$ cat config.mk
export PLATFORM = sky130hd
export DESIGN_NAME = mem_fetch_ctrl
export DESIGN_NICKNAME = d
export VERILOG_FILES = /design/src/rtl/mem_fetch_pkg.sv /design/src/rtl/mem_fetch_ctrl_rr_arbiter.sv /design/src/rtl/mem_fetch_ctrl.sv
export SDC_FILE = /design/constraint.sdc
export NUM_CORES = 1
export LEC_CHECK = 0
export ABC_AREA = 1
export CAP_MARGIN = 5
export CORE_AREA = 10 10 85 87
export DETAILED_ROUTE_END_ITERATION = 7
export DIE_AREA = 0 0 95 97
export PLACE_DENSITY = 0.64
export SETUP_SLACK_MARGIN = 0.5
export SYNTH_ARGS = -nofsm -noshare
export SYNTH_HDL_FRONTEND = slang
export SYNTH_SLANG_ARGS = --single-unit
$ cat constraint.sdc
create_clock -name clk -period 2.3 [get_ports clk]
set_input_delay 0.69 -clock clk [delete_from_list [all_inputs] [get_ports clk]]
set_output_delay 0.69 -clock clk [all_outputs]
set_load 0.01 [all_outputs]
$ cat src/rtl/mem_fetch_pkg.sv
// Shared types and helpers for the host-fetch controller (mem_fetch_ctrl).
package mem_fetch_pkg;

   typedef enum logic [1:0] {
      IDLE = 2'd0,
      REQ  = 2'd1,
      XFER = 2'd2,
      DONE = 2'd3
   } state_t;

   // Link code driven on req_type when nothing is granted.
   localparam int unsigned IDLE_TYPE = 0;

   // Channel k travels on the link as k+1 so that 0 can mean "idle".
   function automatic int unsigned chan_code(input int unsigned idx);
      return idx + 1;
   endfunction

endpackage

$ cat src/rtl/mem_fetch_ctrl_rr_arbiter.sv
// Combinational round-robin picker: first requester at or after ptr wins.
module rr_arbiter #(
   parameter int unsigned NUM_CH = 3,
   localparam int unsigned IDX_W = (NUM_CH > 1) ? $clog2(NUM_CH) : 1
) (
   input  logic [NUM_CH-1:0] req,
   input  logic [IDX_W-1:0]  ptr,
   input  logic              en,
   output logic [NUM_CH-1:0] grant_c,
   output logic [IDX_W-1:0]  grant_idx_c,
   output logic              valid_c
);

   function automatic logic [IDX_W-1:0] wrap_idx(input int unsigned v);
      return IDX_W'(v % NUM_CH);
   endfunction

   always_comb begin
      grant_c     = '0;
      grant_idx_c = '0;
      valid_c     = 1'b0;
      for (int unsigned i = 0; i < NUM_CH; i++) begin
         if (en && !valid_c && req[wrap_idx(32'(ptr) + i)]) begin
            valid_c                          = 1'b1;
            grant_idx_c                      = wrap_idx(32'(ptr) + i);
            grant_c[wrap_idx(32'(ptr) + i)]  = 1'b1;
         end
      end
   end

endmodule

$ cat src/rtl/mem_fetch_ctrl.sv
// Round-robin host-fetch controller: grants one requester at a time onto the
// host byte link and returns its burst. Optional watchdog: MEM_FETCH_TIMEOUT_EN.
module mem_fetch_ctrl
   import mem_fetch_pkg::*;
#(
   parameter int unsigned NUM_CH      = 3,
   parameter int unsigned DATA_W      = 8,
   parameter int unsigned LEN_W       = 4,
   parameter int unsigned TIMEOUT_CYC = 255,
   localparam int unsigned TYPE_W     = $clog2(NUM_CH + 1)
) (
   input  logic                    clk,
   input  logic                    rst,
   input  logic [NUM_CH-1:0]       ch_req,
   input  logic [NUM_CH*LEN_W-1:0] ch_len,
   output logic [TYPE_W-1:0]       req_type,
   output logic                    req_valid,
   output logic [LEN_W-1:0]        req_len,
   input  logic                    rpi_ready,
   input  logic                    rpi_valid,
   input  logic [DATA_W-1:0]       rpi_in_data,
   output logic [TYPE_W-1:0]       output_sel,
   output logic [DATA_W-1:0]       out_data,
   output logic                    data_ready,
   output logic [NUM_CH-1:0]       ch_done,
   output logic                    busy,
   output logic                    timeout_err
);

   localparam int unsigned IDX_W = (NUM_CH > 1) ? $clog2(NUM_CH) : 1;

   if (TIMEOUT_CYC < 2) begin : g_bad_timeout
      $error("mem_fetch_ctrl: TIMEOUT_CYC must be at least 2");
   end

   state_t              state;
   logic [IDX_W-1:0]    ptr;
   logic [IDX_W-1:0]    gnt;
   logic [NUM_CH-1:0]   gnt_oh;
   logic [LEN_W-1:0]    cnt;

   logic [NUM_CH-1:0]   arb_grant_c;
   logic [IDX_W-1:0]    arb_idx_c;
   logic                arb_valid_c;
   logic [LEN_W-1:0]    sel_len_c;
   logic                wd_hit_c;

   rr_arbiter #(.NUM_CH(NUM_CH)) u_arb (
      .req         (ch_req),
      .ptr         (ptr),
      .en          (state == IDLE),
      .grant_c     (arb_grant_c),
      .grant_idx_c (arb_idx_c),
      .valid_c     (arb_valid_c)
   );

   assign sel_len_c = ch_len[32'(arb_idx_c)*LEN_W +: LEN_W];

`ifdef MEM_FETCH_TIMEOUT_EN
   localparam int unsigned WD_W = $clog2(TIMEOUT_CYC);
   logic [WD_W-1:0] wd;

   // Fires on the cycle that would be the TIMEOUT_CYC-th without host progress.
   assign wd_hit_c = ((state == REQ && !rpi_ready) || (state == XFER && !rpi_valid))
                     && (wd == WD_W'(TIMEOUT_CYC - 1));

   always_ff @(posedge clk) begin
      if (rst) begin
         wd <= '0;
      end else if ((state == REQ && !rpi_ready) || (state == XFER && !rpi_valid)) begin
         wd <= wd_hit_c ? '0 : wd + 1'b1;
      end else begin
         wd <= '0;
      end
   end
`else
   assign wd_hit_c = 1'b0;
`endif

   always_ff @(posedge clk) begin
      if (rst) begin
         state       <= IDLE;
         ptr         <= '0;
         gnt         <= '0;
         gnt_oh      <= '0;
         cnt         <= '0;
         req_type    <= '0;
         req_valid   <= 1'b0;
         req_len     <= '0;
         output_sel  <= '0;
         out_data    <= '0;
         data_ready  <= 1'b0;
         ch_done     <= '0;
         busy        <= 1'b0;
         timeout_err <= 1'b0;
      end else begin
         data_ready  <= 1'b0;
         ch_done     <= '0;
         timeout_err <= 1'b0;
         case (state)
            IDLE: begin
               if (arb_valid_c) begin
                  gnt       <= arb_idx_c;
                  gnt_oh    <= arb_grant_c;
                  req_type  <= TYPE_W'(chan_code(32'(arb_idx_c)));
                  req_len   <= sel_len_c;
                  cnt       <= sel_len_c;
                  req_valid <= 1'b1;
                  busy      <= 1'b1;
                  state     <= REQ;
               end
            end
            REQ: begin
               // A beat arriving alongside rpi_ready is deliberately dropped.
               if (rpi_ready) begin
                  req_valid <= 1'b0;
                  state     <= XFER;
               end else if (wd_hit_c) begin
                  req_valid   <= 1'b0;
                  req_type    <= TYPE_W'(IDLE_TYPE);
                  ch_done     <= gnt_oh;
                  timeout_err <= 1'b1;
                  state       <= DONE;
               end
            end
            XFER: begin
               if (rpi_valid) begin
                  out_data   <= rpi_in_data;
                  output_sel <= req_type;
                  data_ready <= 1'b1;
                  cnt        <= cnt - 1'b1;
                  if (cnt == '0) begin
                     ch_done  <= gnt_oh;
                     req_type <= TYPE_W'(IDLE_TYPE);
                     state    <= DONE;
                  end
               end else if (wd_hit_c) begin
                  req_type    <= TYPE_W'(IDLE_TYPE);
                  ch_done     <= gnt_oh;
                  timeout_err <= 1'b1;
                  state       <= DONE;
               end
            end
            DONE: begin
               ptr   <= (32'(gnt) == NUM_CH - 1) ? '0 : gnt + 1'b1;
               busy  <= 1'b0;
               state <= IDLE;
            end
            default: state <= IDLE;
         endcase
      end
   end

endmodule

== After elaboration in Yosys (flattened, before gate mapping) ==
Index checks and enable logic that the tools add are counted.

* Bits in registers: 35
* Bits in latches: 0
* Bits in writable memories: 0
* Bits in read-only memories: 0
* Input bits: 27
* Output and inout port bits: 23
* Memories: 0

* Add/sub/neg operators: 5
* Multiply operators: 0
* Divide/modulo/power cells: 3
* Order comparisons: 6
* Equality and inequality tests: 8
* Shifts and indexed selects: 1
* Muxes and demuxes: 39
* Bitwise gates (word level): 5
* Reductions and logical operators: 24

{| class="wikitable"
|+ Operators with widths
! operator !! number
|-
| remainder unit 32 x 2 -> 32 bit (second input constant) || 2
|-
| remainder unit 2 x 2 -> 32 bit (second input constant) || 1
|-
| two-way mux 2 bit || 11
|-
| two-way mux 1 bit || 12
|-
| indexed part select 12 x 5 -> 4 bit || 1
|-
| < comparator 2 x 3 -> 1 bit (second input constant) || 3
|-
| two-way mux 3 bit || 3
|-
| logical AND 1 bit || 8
|-
| two-way mux 4 bit || 2
|-
| != test 2 bit (second input constant) || 4
|-
| one-hot mux 2 bit (4 select lines) || 1
|-
| one-hot mux 4 bit (2 select lines) || 1
|-
| AND reduction 4 bit || 2
|-
| binary-select mux 1 bit (select 2 bit) || 3
|-
| demux 1 bit (select 2 bit) || 3
|-
| equality test 2 bit (second input constant) || 3
|-
| greater-or-equal comparator 2 x 1 -> 1 bit (second input constant) || 3
|-
| OR 3 bit || 2
|-
| AND reduction 2 bit || 3
|-
| AND reduction 3 bit || 2
|-
| nonzero test 2 bit || 3
|-
| adder 2 x 1 -> 2 bit (second input constant) || 2
|-
| zero test 4 bit || 1
|-
| one-hot mux 1 bit (2 select lines) || 2
|-
| 10 further kinds || 13
|}

== Logic depth before layout (Yosys ltp) ==
* Depth after elaboration: 16
* Depth in mapped cells: 16
* Mapped depth without buffers: 16

== Cells and area by module ==
Synthesis repeated with hierarchy kept, for this count alone.

* Cells, all modules: 288
* Area, all modules: 1,920.6 um^2

{| class="wikitable"
|+ By module, submodules not included
! module !! times used !! cells an instance !! area each (um^2) !! sequential area each (um^2)
|-
| mem_fetch_ctrl || 1 || 226 || 1,559.0 || 700.7
|-
| rr_arbiter || 1 || 62 || 361.6 || 0.0
|}

== Worst setup path before layout ==
Ideal clock, no wire load.

* Kind: register to register
* Start point: reg ptr[0]
* End point: reg req_len[0]
* Setup time: 0.115 ns
* Data arrival time: 1.802 ns
* Required time: 2.185 ns
* Path slack: 0.383 ns
* Cell stages (with the launch flop): 17
* Path buffers: 0
* Clock period less this slack: 1.917 ns
* Cell sequence: dfxtp_1 > inv_1 > ha_1 > inv_2 > nand2_1 > nand2_1 > nand2_1 > nor2_4 > nand2_1 > nand2_1 > nand2_1 > nand2_2 > inv_2 > nand3_1 > nand2_1 > o21ai_0 > inv_1

* Word-level cells in the longest chain between the ends: 14

{| class="wikitable"
|+ Ends and longest elaborated chain
! item !! RTL line !! RTL
|-
| from (decl) || mem_fetch_ctrl.sv:37 || <nowiki>logic [IDX_W-1:0] ptr;</nowiki>
|-
| from (signal assigned) || mem_fetch_ctrl.sv:145 || <nowiki>ptr <= (32'(gnt) == NUM_CH - 1) ? '0 : gnt + 1'b1;</nowiki>
|-
| parallel branches: the longest is 14 deep, another holds remainder unit 32 x 2 -> 32 bit || -- ||
|-
| to (signal assigned) || mem_fetch_ctrl.sv:106 || <nowiki>req_len <= sel_len_c;</nowiki>
|-
| to (decl) || mem_fetch_ctrl.sv:18 || <nowiki>output logic [LEN_W-1:0] req_len,</nowiki>
|}

Several ways; the timed one is not identified. The select of a mux whose other input is x is not followed.
A chain may end at the register's enable or synchronous reset.

== Final worst setup path ==
* Start point: reg ptr[0]
* End point: reg req_len[2]

The elaborated chain is that of the path after synthesis.

==> results.md <==
- The library cells used most frequently in the layout, excluding fill and tap cells, are sky130_fd_sc_hd__nor2_1, sky130_fd_sc_hd__nand2_1, sky130_fd_sc_hd__dfxtp_1, sky130_fd_sc_hd__inv_1, sky130_fd_sc_hd__buf_4.
- The tree is rooted in a sky130_fd_sc_hd__clkbuf_8.
- The most common cell after layout, fill and taps aside is sky130_fd_sc_hd__nor2_1.
- The die outline area is 9220 µm².
- The die boundary width is 95 µm.
- The height of the die is 97 µm.
- The run finished with clean final reports.
- The highest ir drop seen on vdd is 0.672 mV.
- The slowest cell on the critical path is sky130_fd_sc_hd__dfxtp_4.
- Setup violations remaining at the end of the flow were counted as 0.
- The tool flagged a number of max-cap violations equal to 0.
- For this block, the initial DRC count from the detailed router was 105.
- The first global-routing pass estimated 9070 µm of wire.
- The share of cell area taken by muxes after synthesis is 0%.
- Before CTS, the worst setup slack after placement is -0.160 ns.
- The Yosys step of the flow raised 0 warnings.
- Global routing used 12.0% of the available tracks across all layers.
- The minimum period implied by the final worst setup slack is 1.98 ns.
- Of all nets on the critical path, the largest fanout is 6.
- The number of global-route vias before repair came to 2,001.
- The worst endpoint data arrival time is 2.17 ns.
- The post-route clock period utilization is 85.9%.
- The final hold violation count is 0.
- Of the total power, the share spent switching nets is 42.6%.
- The area overhead of the layout relative to synthesis is 65.6%.
- For this run, design rule violations remaining after detail routing come to 0.
- The sequential fraction of the synthesis area is 37.0%.
- The mean routed wirelength per cell is 13.3 µm.
- The startpoint of the worst hold path is gnt_oh[1]$_SDFFE_PP0P_.
- The net count after synthesis is 313.
- Setup repair after global routing could not meet its margin everywhere.
- The initial core utilization is 34.6%.
- The data required time of the critical path is 2.49 ns.
- The internal cell power is 2.32 mW.
- The number of nets with antenna violations after routing is 0.
- The post-route worst hold slack is 0.425 ns.
- The number of nets at the end of the flow is 396.
- The total via count in the routed design is 2,023.
- The worst hold path depth is 2.
- The TritonCTS buffer count is 5.
- The half-perimeter wire length after placement is 3920 µm.
- The count of inserted antenna diode cells is 0.
- The combinational fraction of design power is 62.1%.
- The clock network latency to the later pin of the worst-skew pair is 0.29 ns.
- For hold timing, the worst endpoint is ch_done[1]$_SDFF_PP0_.
- The cell count after synthesis came out at 276.
- Yosys mapped the design onto 28 distinct sky130hd cell types.
- The share of cells above drive strength 1 is 31.1%.
- The peak clock frequency supported by timing is 506 MHz.
- The core area is 5470 µm².
- The sink count of the clock tree is 35.
- The basic-gate share of the synthesized area counting and, or, nand and nor cells is 32.5%.
- Routability-driven placement finished with a final weighted congestion of 0.842.
- The detailed-router iteration count before antenna repair is 4.
- In this run the cell area of the synthesized design comes to 1890 µm².
- The worst hold path belongs to the class flip-flop to flip-flop.
- In the final timing run, aggregate negative setup slack is 0 ns.
- The terminus of the critical flop-to-flop path is req_len[2]$_SDFFE_PP0P_.
- The slack of the critical path is 0.323 ns.
- Dividing total power by cell area gives a power density of 1290 nW/µm².
- Synthesis inferred 35 register bits.
- The wire length after detailed routing is 5760 µm.
- Entering global routing, the biggest net connects 16 pins.
- The highest cell delay on the worst timing path is 0.37 ns.
- After Yosys synthesis, XOR and XNOR cells account for 0.925% of the synthesized area.
- The synthesized area divided by synthesized cell count is 6.86 µm².
- The worst reg-to-reg path cell count is 14.
- The residual overflow from global routing is 0.
- The leakage power figure is 1.49 nW.
- After layout, the design draws a total of 4.05 mW.
- The count of filler cells inserted in the layout is 504.
- On the final layout, the worst clock skew is 0.00636 ns.
- The share of the synthesized area in compound gates (AO/OA/AOI/OAI) is 12.4%.
- In this run the core area contains 27 standard-cell rows.
- The clock network fraction of design power is 16.4%.
- The H-tree was split into 2 levels.
- Using the TritonRoute via totals, the vias-per-cell ratio works out to 4.68.
- The worst setup path is of the flip-flop to flip-flop kind.
- The worst setup path is captured at a flip-flop.
- In this run, post-CTS hold repair placed 0 buffers.
- The initial antenna violation count is 0.
- The clock-pin slew on the worst setup and hold paths is 0.07 ns.
- Summing the areas of all fa, ha and maj instances in the mapped netlist gives 6.61% of the synthesized area.
- The number of buffers between clock root and the deepest sink is 2.
- The switching component of the power is 1.73 mW.
- The worst-case register-to-register setup slack is 0.32 ns.
- The count of pins over their slew limit was 0.
- In this run the critical register-to-register path is launched from ptr[0]$_SDFFE_PP0P_.
- For this design the top-level I/O count stands at 50.
- TritonCTS built the clock tree.
- Per report_power, the sequential group accounts for 21.5% of the total.
- The category of the worst setup path launch point is a flip-flop.
- The main combinational cell family by area after synthesis is simple AND/OR/NAND/NOR gates.
- During placement, the flow inserted port buffers numbering 48.
- The signal on the critical path passes through inv_4 -> ha_4 -> inv_4 -> nand2_4 -> nand2_4 -> buf_6 -> nand3_4 -> nand4_1 -> nand2_4 -> inv_4 -> nand3_2 -> nand2_2 -> o21ai_2 -> inv_1.
power groups by stage:
| stage | Clock, mW | Sequential, mW | Combinational [mW] |
|---|---|---|---|
| after floorplan | 0 | 0.912 | 1.15 |
| after detailed placement | 0 | 0.885 | 1.80 |
| after global placement | 0 | 0.883 | 1.78 |
| after CTS | 0.679 | 0.872 | 2.13 |
| final | 0.666 | 0.870 | 2.51 |
| after global routing | 0.705 | 0.889 | 2.76 |
cell families (layout without fill, tap and decap cells):
family / after synthesis / in the layout
compound gates: 46 / 46
xor+xnor: 2 / 2
fa+ha+maj: 10 / 10
buf+inv: 50 / 134
flops: 35 / 35
other cells: 1 / 1
simple gates: 132 / 132
synthesized netlist by cell type:
| cell type | n | share of area [%] |
|---|---|---|
| sky130_fd_sc_hd__nand2_1 | 47 | 9.3 |
| sky130_fd_sc_hd__nor2_1 | 43 | 8.5 |
| sky130_fd_sc_hd__dfxtp_1 | 35 | 37 |
| sky130_fd_sc_hd__inv_1 | 35 | 6.9 |
| sky130_fd_sc_hd__o21ai_0 | 23 | 6.1 |
| sky130_fd_sc_hd__nand3_1 | 21 | 5.5 |
| sky130_fd_sc_hd__a21oi_1 | 19 | 5.0 |
| sky130_fd_sc_hd__ha_1 | 10 | 6.6 |
| sky130_fd_sc_hd__nand2_2 | 6 | 2.0 |
| sky130_fd_sc_hd__inv_2 | 5 | 0.99 |
| sky130_fd_sc_hd__nand3_2 | 4 | 2.1 |
| sky130_fd_sc_hd__clkbuf_1 | 3 | 0.59 |
| sky130_fd_sc_hd__nand4_1 | 3 | 0.99 |
| sky130_fd_sc_hd__o21ai_1 | 3 | 0.79 |
| sky130_fd_sc_hd__clkinv_1 | 2 | 0.40 |
| sky130_fd_sc_hd__inv_4 | 2 | 0.66 |
| sky130_fd_sc_hd__nand2_4 | 2 | 1.2 |
| sky130_fd_sc_hd__nor2_4 | 2 | 1.2 |
| sky130_fd_sc_hd__xor2_1 | 2 | 0.92 |
| sky130_fd_sc_hd__a41oi_1 | 1 | 0.46 |
| sky130_fd_sc_hd__buf_1 | 1 | 0.20 |
| sky130_fd_sc_hd__buf_2 | 1 | 0.26 |
| sky130_fd_sc_hd__buf_4 | 1 | 0.40 |
| sky130_fd_sc_hd__conb_1 | 1 | 0.20 |
| sky130_fd_sc_hd__nand3b_1 | 1 | 0.40 |
| sky130_fd_sc_hd__nand4_2 | 1 | 0.66 |
| sky130_fd_sc_hd__nor3_1 | 1 | 0.26 |
| sky130_fd_sc_hd__or2_2 | 1 | 0.33 |
area by class of cell:
cell class	count	area, µm²	share of cell area [%]
multi-input combinational	191	1260	40.2
timing repair buffer	82	756	24.1
sequential	35	708	22.6
inverter	44	188	5.98
tap	72	90.1	2.87
clock buffer	6	72.6	2.31
clock inverter	2	60.1	1.91
state kept, by name, summed over array words and instances, names as in the netlist, 3 cells and up:
| name | count |
|---|---|
| ch_done | 3 |
| cnt | 4 |
| gnt_oh | 3 |
| out_data | 8 |
| req_len | 4 |
critical path, delay by kind of cell (launching register included):
kind	cells	cell delay, ns
AOI/OAI and AO/OA	1	0.13
adders and majority gates	1	0.29
buffers and inverters	5	0.31
DFF	1	0.37
and+or+nand+nor	7	0.76
metal layers:
metal  track usage (%)  vias up  wire, µm
met2              19.2       61      2790
met3              4.63        9       432
met4              4.92        0        93
met1              13.8      918      2440
li1                  -     1035         -
met5                 0        -         0
metrics by stage:
step	cell area [µm²]	util [%]	cells
final	3140	57.3	432
after floorplan	1910	-	276
after global routing	3140	57.3	432
after global placement	2570	47.0	404
after CTS	2950	53.9	426
after detailed placement	2570	47.0	404
how the worst max path moves through the flow:
stage	to	cells after the start	start
5_1_grt	req_len[2]$_SDFFE_PP0P_	14	ptr[0]$_SDFFE_PP0P_
3_3_place_gp	req_len[3]$_SDFFE_PP0P_	12	ch_req[2]
2_1_floorplan	req_len[0]$_SDFFE_PP0P_	11	ch_req[2]
3_5_place_dp	req_len[3]$_SDFFE_PP0P_	12	ch_req[2]
6_report	req_len[2]$_SDFFE_PP0P_	14	ptr[0]$_SDFFE_PP0P_
4_1_cts	req_len[2]$_SDFFE_PP0P_	14	ptr[0]$_SDFFE_PP0P_
repair_timing:
action,CTS,global route
buffers inserted,14,6
cloned,0,0
setup endpoints to repair,41,19
gates resized for setup,76,35
pin swaps,27,15
hold endpoints to repair,0,0
(Power assumes the default switching activity.)
